## src/rtl/rv32i_types.sv

```systemverilog
// Shared types and line-geometry constants for the instruction-side memory responder.
package rv32i_types;

  typedef enum logic [1:0] {IDLE, RESP, REQ, FILL} imem_state_t;

  localparam int IMEM_BEAT_W = 64;
  localparam int IMEM_BEATS  = 4;
  localparam int LINE_BYTES  = IMEM_BEAT_W * IMEM_BEATS / 8;
  localparam int OFFSET_W    = $clog2(LINE_BYTES);
  localparam int WORD_SEL_W  = OFFSET_W - 2;

  function automatic int line_offset_w(input int beat_w, input int beats);
    return $clog2(beat_w * beats / 8);
  endfunction

endpackage

```

## src/rtl/imem_line_buf.sv

```systemverilog
// Single cacheline buffer: beat-wide write port, tag compare and 32-bit word read.
module imem_line_buf
  import rv32i_types::*;
#(
  parameter int BEAT_W = IMEM_BEAT_W,
  parameter int BEATS  = IMEM_BEATS,
  localparam int OFF_W = line_offset_w(BEAT_W, BEATS),
  localparam int TAG_W = 32 - OFF_W,
  localparam int SEL_W = OFF_W - 2,
  localparam int CNT_W = $clog2(BEATS)
) (
  input  logic              clk,
  input  logic              rst,
  input  logic              inval,
  input  logic              wr_en,
  input  logic [CNT_W-1:0]  wr_idx,
  input  logic [BEAT_W-1:0] wr_data,
  input  logic              fill_done,
  input  logic [TAG_W-1:0]  fill_tag,
  input  logic [TAG_W-1:0]  cmp_tag,
  output logic              hit,
  input  logic [SEL_W-1:0]  rd_sel,
  output logic [31:0]       rd_word
);

  localparam int WORDS = BEATS * BEAT_W / 32;

  logic [BEATS-1:0][BEAT_W-1:0] data_q, data_d, line_view;
  logic [WORDS-1:0][31:0]       words;
  logic [TAG_W-1:0]             tag_q, tag_d;
  logic                         valid_q, valid_d;

  // The read view includes the beat being written so the last refill beat is visible immediately.
  always_comb begin
    line_view = data_q;
    if (wr_en) line_view[wr_idx] = wr_data;
    data_d  = line_view;
    tag_d   = fill_done ? fill_tag : tag_q;
    valid_d = valid_q;
    if (inval)     valid_d = 1'b0;
    if (fill_done) valid_d = 1'b1;
  end

  assign words   = line_view;
  assign rd_word = words[rd_sel];
  assign hit     = valid_q && (tag_q == cmp_tag);

  always_ff @(posedge clk) begin
    if (rst) begin
      data_q  <= '0;
      tag_q   <= '0;
      valid_q <= 1'b0;
    end else begin
      data_q  <= data_d;
      tag_q   <= tag_d;
      valid_q <= valid_d;
    end
  end

endmodule

```

## src/rtl/imem_responder.sv

```systemverilog
// Instruction fetch responder with a one-line buffer and burst refill from backing memory.
// Optional hit/miss counters are enabled by defining IMEM_PERF_CNT_EN.
module imem_responder
  import rv32i_types::*;
#(
  parameter int BEAT_W = IMEM_BEAT_W,
  parameter int BEATS  = IMEM_BEATS
) (
  input  logic              clk,
  input  logic              rst,
  input  logic [31:0]       imem_addr,
  input  logic [3:0]        imem_rmask,
  output logic [31:0]       imem_rdata,
  output logic              imem_resp,
  output logic [31:0]       bmem_addr,
  output logic              bmem_read,
  input  logic              bmem_ready,
  input  logic [BEAT_W-1:0] bmem_rdata,
  input  logic              bmem_rvalid
`ifdef IMEM_PERF_CNT_EN
  ,
  output logic [31:0]       hit_count,
  output logic [31:0]       miss_count
`endif
);

  localparam int OFF_W = line_offset_w(BEAT_W, BEATS);
  localparam int TAG_W = 32 - OFF_W;
  localparam int SEL_W = OFF_W - 2;
  localparam int CNT_W = $clog2(BEATS);

  imem_state_t      state_q, state_d;
  logic [31:0]      req_addr_q, req_addr_d;
  logic [CNT_W-1:0] cnt_q, cnt_d;
  logic             resp_q, resp_d;
  logic [31:0]      rdata_q, rdata_d;

  logic             req_present;
  logic             sampling;
  logic             buf_hit;
  logic             fill_beat;
  logic             last_beat;
  logic             inval;
  logic [SEL_W-1:0] rd_sel;
  logic [31:0]      rd_word;
  logic             unused_addr_bits;

  assign req_present = |imem_rmask;
  assign sampling    = (state_q == IDLE) || (state_q == RESP);
  assign fill_beat   = (state_q == FILL) && bmem_rvalid;
  assign last_beat   = fill_beat && (cnt_q == CNT_W'(BEATS - 1));
  assign inval       = (state_q == REQ) && bmem_ready;
  // During refill the word comes from the latched request, otherwise from the live fetch address.
  assign rd_sel      = (state_q == FILL) ? req_addr_q[OFF_W-1:2] : imem_addr[OFF_W-1:2];

  assign unused_addr_bits = ^{imem_addr[1:0], req_addr_q[1:0]};

  imem_line_buf #(
    .BEAT_W (BEAT_W),
    .BEATS  (BEATS)
  ) u_line_buf (
    .clk       (clk),
    .rst       (rst),
    .inval     (inval),
    .wr_en     (fill_beat),
    .wr_idx    (cnt_q),
    .wr_data   (bmem_rdata),
    .fill_done (last_beat),
    .fill_tag  (req_addr_q[31:OFF_W]),
    .cmp_tag   (imem_addr[31:OFF_W]),
    .hit       (buf_hit),
    .rd_sel    (rd_sel),
    .rd_word   (rd_word)
  );

  always_comb begin
    state_d    = state_q;
    req_addr_d = req_addr_q;
    cnt_d      = cnt_q;
    resp_d     = 1'b0;
    rdata_d    = rdata_q;
    case (state_q)
      IDLE, RESP: begin
        state_d = IDLE;
        if (req_present) begin
          req_addr_d = imem_addr;
          if (buf_hit) begin
            state_d = RESP;
            resp_d  = 1'b1;
            rdata_d = rd_word;
          end else begin
            state_d = REQ;
          end
        end
      end
      REQ: begin
        if (bmem_ready) begin
          cnt_d   = '0;
          state_d = FILL;
        end
      end
      FILL: begin
        if (bmem_rvalid) begin
          cnt_d = cnt_q + CNT_W'(1);
          if (last_beat) begin
            state_d = RESP;
            resp_d  = 1'b1;
            rdata_d = rd_word;
          end
        end
      end
      default: state_d = IDLE;
    endcase
  end

  always_ff @(posedge clk) begin
    if (rst) begin
      state_q    <= IDLE;
      req_addr_q <= '0;
      cnt_q      <= '0;
      resp_q     <= 1'b0;
      rdata_q    <= '0;
    end else begin
      state_q    <= state_d;
      req_addr_q <= req_addr_d;
      cnt_q      <= cnt_d;
      resp_q     <= resp_d;
      rdata_q    <= rdata_d;
    end
  end

  assign imem_resp  = resp_q;
  assign imem_rdata = rdata_q;
  assign bmem_read  = (state_q == REQ);
  assign bmem_addr  = {req_addr_q[31:OFF_W], {OFF_W{1'b0}}};

`ifdef IMEM_PERF_CNT_EN
  logic [31:0] hit_count_q, hit_count_d;
  logic [31:0] miss_count_q, miss_count_d;

  // Counters saturate rather than wrap.
  always_comb begin
    hit_count_d  = hit_count_q;
    miss_count_d = miss_count_q;
    if (sampling && req_present) begin
      if (buf_hit) begin
        if (hit_count_q != '1) hit_count_d = hit_count_q + 32'd1;
      end else begin
        if (miss_count_q != '1) miss_count_d = miss_count_q + 32'd1;
      end
    end
  end

  always_ff @(posedge clk) begin
    if (rst) begin
      hit_count_q  <= '0;
      miss_count_q <= '0;
    end else begin
      hit_count_q  <= hit_count_d;
      miss_count_q <= miss_count_d;
    end
  end

  assign hit_count  = hit_count_q;
  assign miss_count = miss_count_q;
`endif

endmodule

```

## config.mk

```make
export PLATFORM = sky130hd
export DESIGN_NAME = imem_responder
export DESIGN_NICKNAME = d
export VERILOG_FILES = /design/src/rtl/rv32i_types.sv /design/src/rtl/imem_line_buf.sv /design/src/rtl/imem_responder.sv
export SDC_FILE = /design/constraint.sdc
export NUM_CORES = 1
export LEC_CHECK = 0
export ABC_CLOCK_PERIOD_IN_PS = 2800
export BUFFER_PORTS_ARGS = -buffer_cell sky130_fd_sc_hd__buf_2
export CAP_MARGIN = 20
export CORE_MARGIN = 2
export CORE_UTILIZATION = 35
export CTS_BUF_LIST = sky130_fd_sc_hd__clkbuf_4
export CTS_CLUSTER_SIZE = 24
export DETAILED_ROUTE_END_ITERATION = 10
export GPL_TIMING_DRIVEN = 1
export PLACE_DENSITY = 0.59
export SLEW_MARGIN = 20
export SYNTH_ARGS = -nofsm -noshare
export SYNTH_HDL_FRONTEND = slang
export SYNTH_SLANG_ARGS = --single-unit
```

## constraint.sdc

```tcl
create_clock -name clk -period 2.8 [get_ports clk]
set_input_delay 0.14 -clock clk [delete_from_list [all_inputs] [get_ports clk]]
set_output_delay 0.14 -clock clk [all_outputs]
set_load 0.005 [all_outputs]
```

==> metrics <==
status completed; Initial DRC Count roughly 1400; ratio of cells with drive above 1 in the final layout 18.3%; hold path depth 6; die extent in y around 220 um; DIE WIDTH approximately 220 um; Syn-to-layout area delta 22.9%; Via Count between 15000 and 20000; Main synth FF type dfxtp_1; maximum fanout along the worst path 35; Post-DRT Antenna Nets 0; power per cell area 548 nW/um2; final WL between 50000 and 60000 um; Final HPWL DP ~33000 um; Worst path slowest cell dfxtp_1; Synth Area in Compound Gates between 20% and 30%; DRC 0; worst-path cell chain a21boi_1, buf_4, or2_2, buf_12, nor3_1, o21ai_0, a32oi_1, a221oi_2; CTS sink count 351; combinational family with the most area after synthesis simple AND/OR/NAND/NOR gates; Filler cells 4555; Wirelength per Cell about 18 um; endpoint class of the critical path register; Die Area roughly 47000 um2; largest net degree at the start of global routing 97; Startpoint Class register; Final Cycle Share ~91%; crit path kind reg2reg; Pleak about 7.3 nW; Ports 170; worst r2r path cells 8; first-pass GRT wire length 85000 um; Post-synth EDFFs 0; Post-Synth Adder-Cell Area less than 1%; critical path's top delay family compound AO/OA/AOI/OAI gates; Slowest Stage Delay on Critical Path between 500 and 600 ps; 1st-pass router iterations 5; vias in the first global route 15800; Nets about 2400; max-cap violation count 0; RSZ-0062 raised after global routing false; Max Freq 0.392 GHz; dpl ws roughly 280 ps; Rows between 70 and 80; minimum clock period about 2600 ps; post-route worst setup slack approximately 250 ps; final hold violation count 0; worst rel slew slack between 50% and 60%; Seq/Total Area, Yosys 44.1%; Worst EP arrival around 3200 ps; Worst-Margin Slew 700 ps; clock buffer depth 3; Clock Skew ~55 ps; Post-Synth XOR/XNOR Area 1.48%; mean post-synth cell area ~7.6 um2; CP Data Required Time 3440 ps; insertion delay to the later sink of the worst-skew pair 820 ps; count of cell types in the netlist between 50 and 60; Synth async-reset ratio 0%; proportion of synthesized area in mux cells roughly 3.5%; Stages on worst setup path 8; Root Driver clkbuf_4; Max VDD drop roughly 0.44 mV; initial antenna violation count 3; total CTS buffers slightly above 90; htree depth 3; Synth Instances between 2000 and 2500; flops & latches, synth 351; simple-gate area share of the yosys netlist a little over a fifth; Slew Limit Fails 0; Overflow after GRT 0; PostCTS Resize Cnt 0; Placer Congestion roughly 0.8; Worst-path clk slew 60 ps; vias per cell roughly 5.3; core area ~45000 um2; Global Route Usage Sum 22.6%; initial core utilization 35.3%; Setup-failing EPs final 0; CTS tree built; setup TNS 0 ps; Worst Hold Class in2reg; IO Port Bufs between 150 and 200; Yosys warning count 0; Buf+Inv Stages, Crit Path 2; Mapped Area 15900 um2
cell usage in the layout, fill, tap and decap left out, drive strengths merged, types with 22 or more instances in the layout:
master	count
nand2	542
a21oi	365
dfxtp	351
buf	244
clkbuf	142
nor3	132
nor2	108
dlygate4sd3	98
o21ai	83
mux2i	53
inv	34
o22ai	23
xnor2	23
a221oi	23
o311ai	22
registers in the layout (all words and copies together) (netlist names):
| signal | count |
|---|---|
| u_line_buf.data_q | 256 |
| imem_rdata | 32 |
| req_addr_q | 30 |
| u_line_buf.tag_q | 27 |
| cnt_q | 2 |
| state_q | 2 |
| imem_resp | 1 |
| u_line_buf.valid_q | 1 |
layer usage:
| metal | wire length [um] | global-route usage, % |
|---|---|---|
| met5 | 0 | 0 |
| met4 | 1830 | 9.27 |
| met3 | 4290 | 5.27 |
| met2 | 25100 | 36.5 |
| met1 | 22800 | 28.9 |
what timing repair did:
action                    4_1_cts  5_1_grt
hold endpoints to repair      323        0
buffers inserted                0        0
hold buffers                   98        0
cell usage after synthesis (2+ instances only):
cell      instances  share of area [%]
and3_1            2              0.078
o21ai_1          12               0.38
xor2_1            4               0.22
or2_2             2              0.078
a221oi_1          5               0.27
o31ai_1           2              0.094
and2_1            6               0.24
xnor2_1          23                1.3
or3_1             2              0.078
clkbuf_1        110                2.6
o21ai_0          71                2.2
nand4b_1          3               0.16
dfxtp_1         351                 44
o311ai_0         18               0.99
buf_6             3               0.21
nor3_1          132                4.1
mux2_2            3               0.21
a211oi_1         10               0.47
a32oi_1          20                1.1
buf_1            20               0.47
inv_1            33               0.78
nor4_1            2              0.078
ha_1              4               0.31
o22ai_1          23               0.90
a21oi_1         365                 11
o311ai_1          4               0.22
nor2_1          107                2.5
a221oi_2         18                1.7
nand4_1           8               0.31
a31oi_1          10               0.39
a22oi_1           2              0.094
buf_4            37                1.7
nand2_1         541                 13
a31o_2            8               0.44
and4_1            2               0.11
or4_1            20               0.94
buf_2            51                1.6
nand3_1           4               0.13
a211o_1           3               0.16
mux2i_1          53                3.3
per-stage QoR:
stage               cells  area (um2)  total power [mW]  hold WS, ps  util (%)
detailed placement   2734       17400              6.09          404      38.5
floorplan            2111       16000              5.71          276         -
CTS                  2993       19600              10.9         40.0      43.3
global placement     2734       17400              6.08          400      38.5
finish               2998       19600              10.7         96.4      43.4
global route         2997       19600              11.2         93.8      43.4
power by group:
| part | switching [mW] | internal (mW) |
|---|---|---|
| registers | 0.0352 | 5.04 |
| logic | 0.621 | 0.409 |
| clock network | 2.17 | 2.47 |
| total | 2.83 | 7.92 |
cell families (layout without fill, tap and decap cells):
family,Yosys count,count (layout)
adders and majority gates,4,4
xor gates and xnor gates,27,27
and+or+nand+nor,836,836
AOI/OAI and AO/OA,578,578
buffers and inverters,254,536
other,1,10
muxes,56,56
DFF,351,351
worst register-to-register path, cell delays in order (launching register included):
cell and delay [ps]:
dfxtp_1 540, a21boi_1 130, buf_4 240, or2_2 360, buf_12 190, nor3_1 200
o21ai_0 130, a32oi_1 510, a221oi_2 110
cell type report:
type / instances / area (um2) / area share, %
Antenna cell: 5 / 12.5 / 0.0639
Clock buffer: 142 / 1070 / 5.44
Clock inverter: 19 / 126 / 0.645
Inverter: 33 / 124 / 0.632
Multi-Input combinational cell: 1506 / 7800 / 39.8
Sequential cell: 351 / 7030 / 35.9
Tap cell: 600 / 751 / 3.83
Timing Repair Buffer: 342 / 2690 / 13.7
final timing paths:
check,startpoint,endpoint,slack (ps)
setup / recovery,state_q[1],imem_rdata[13],250
hold / removal,imem_rmask[2],state_q[0],100
setup reg to reg,state_q[1],imem_rdata[13],250
hold reg to reg,req_addr_q[21],u_line_buf.tag_q[16],450
(Power assumes the default switching activity.)
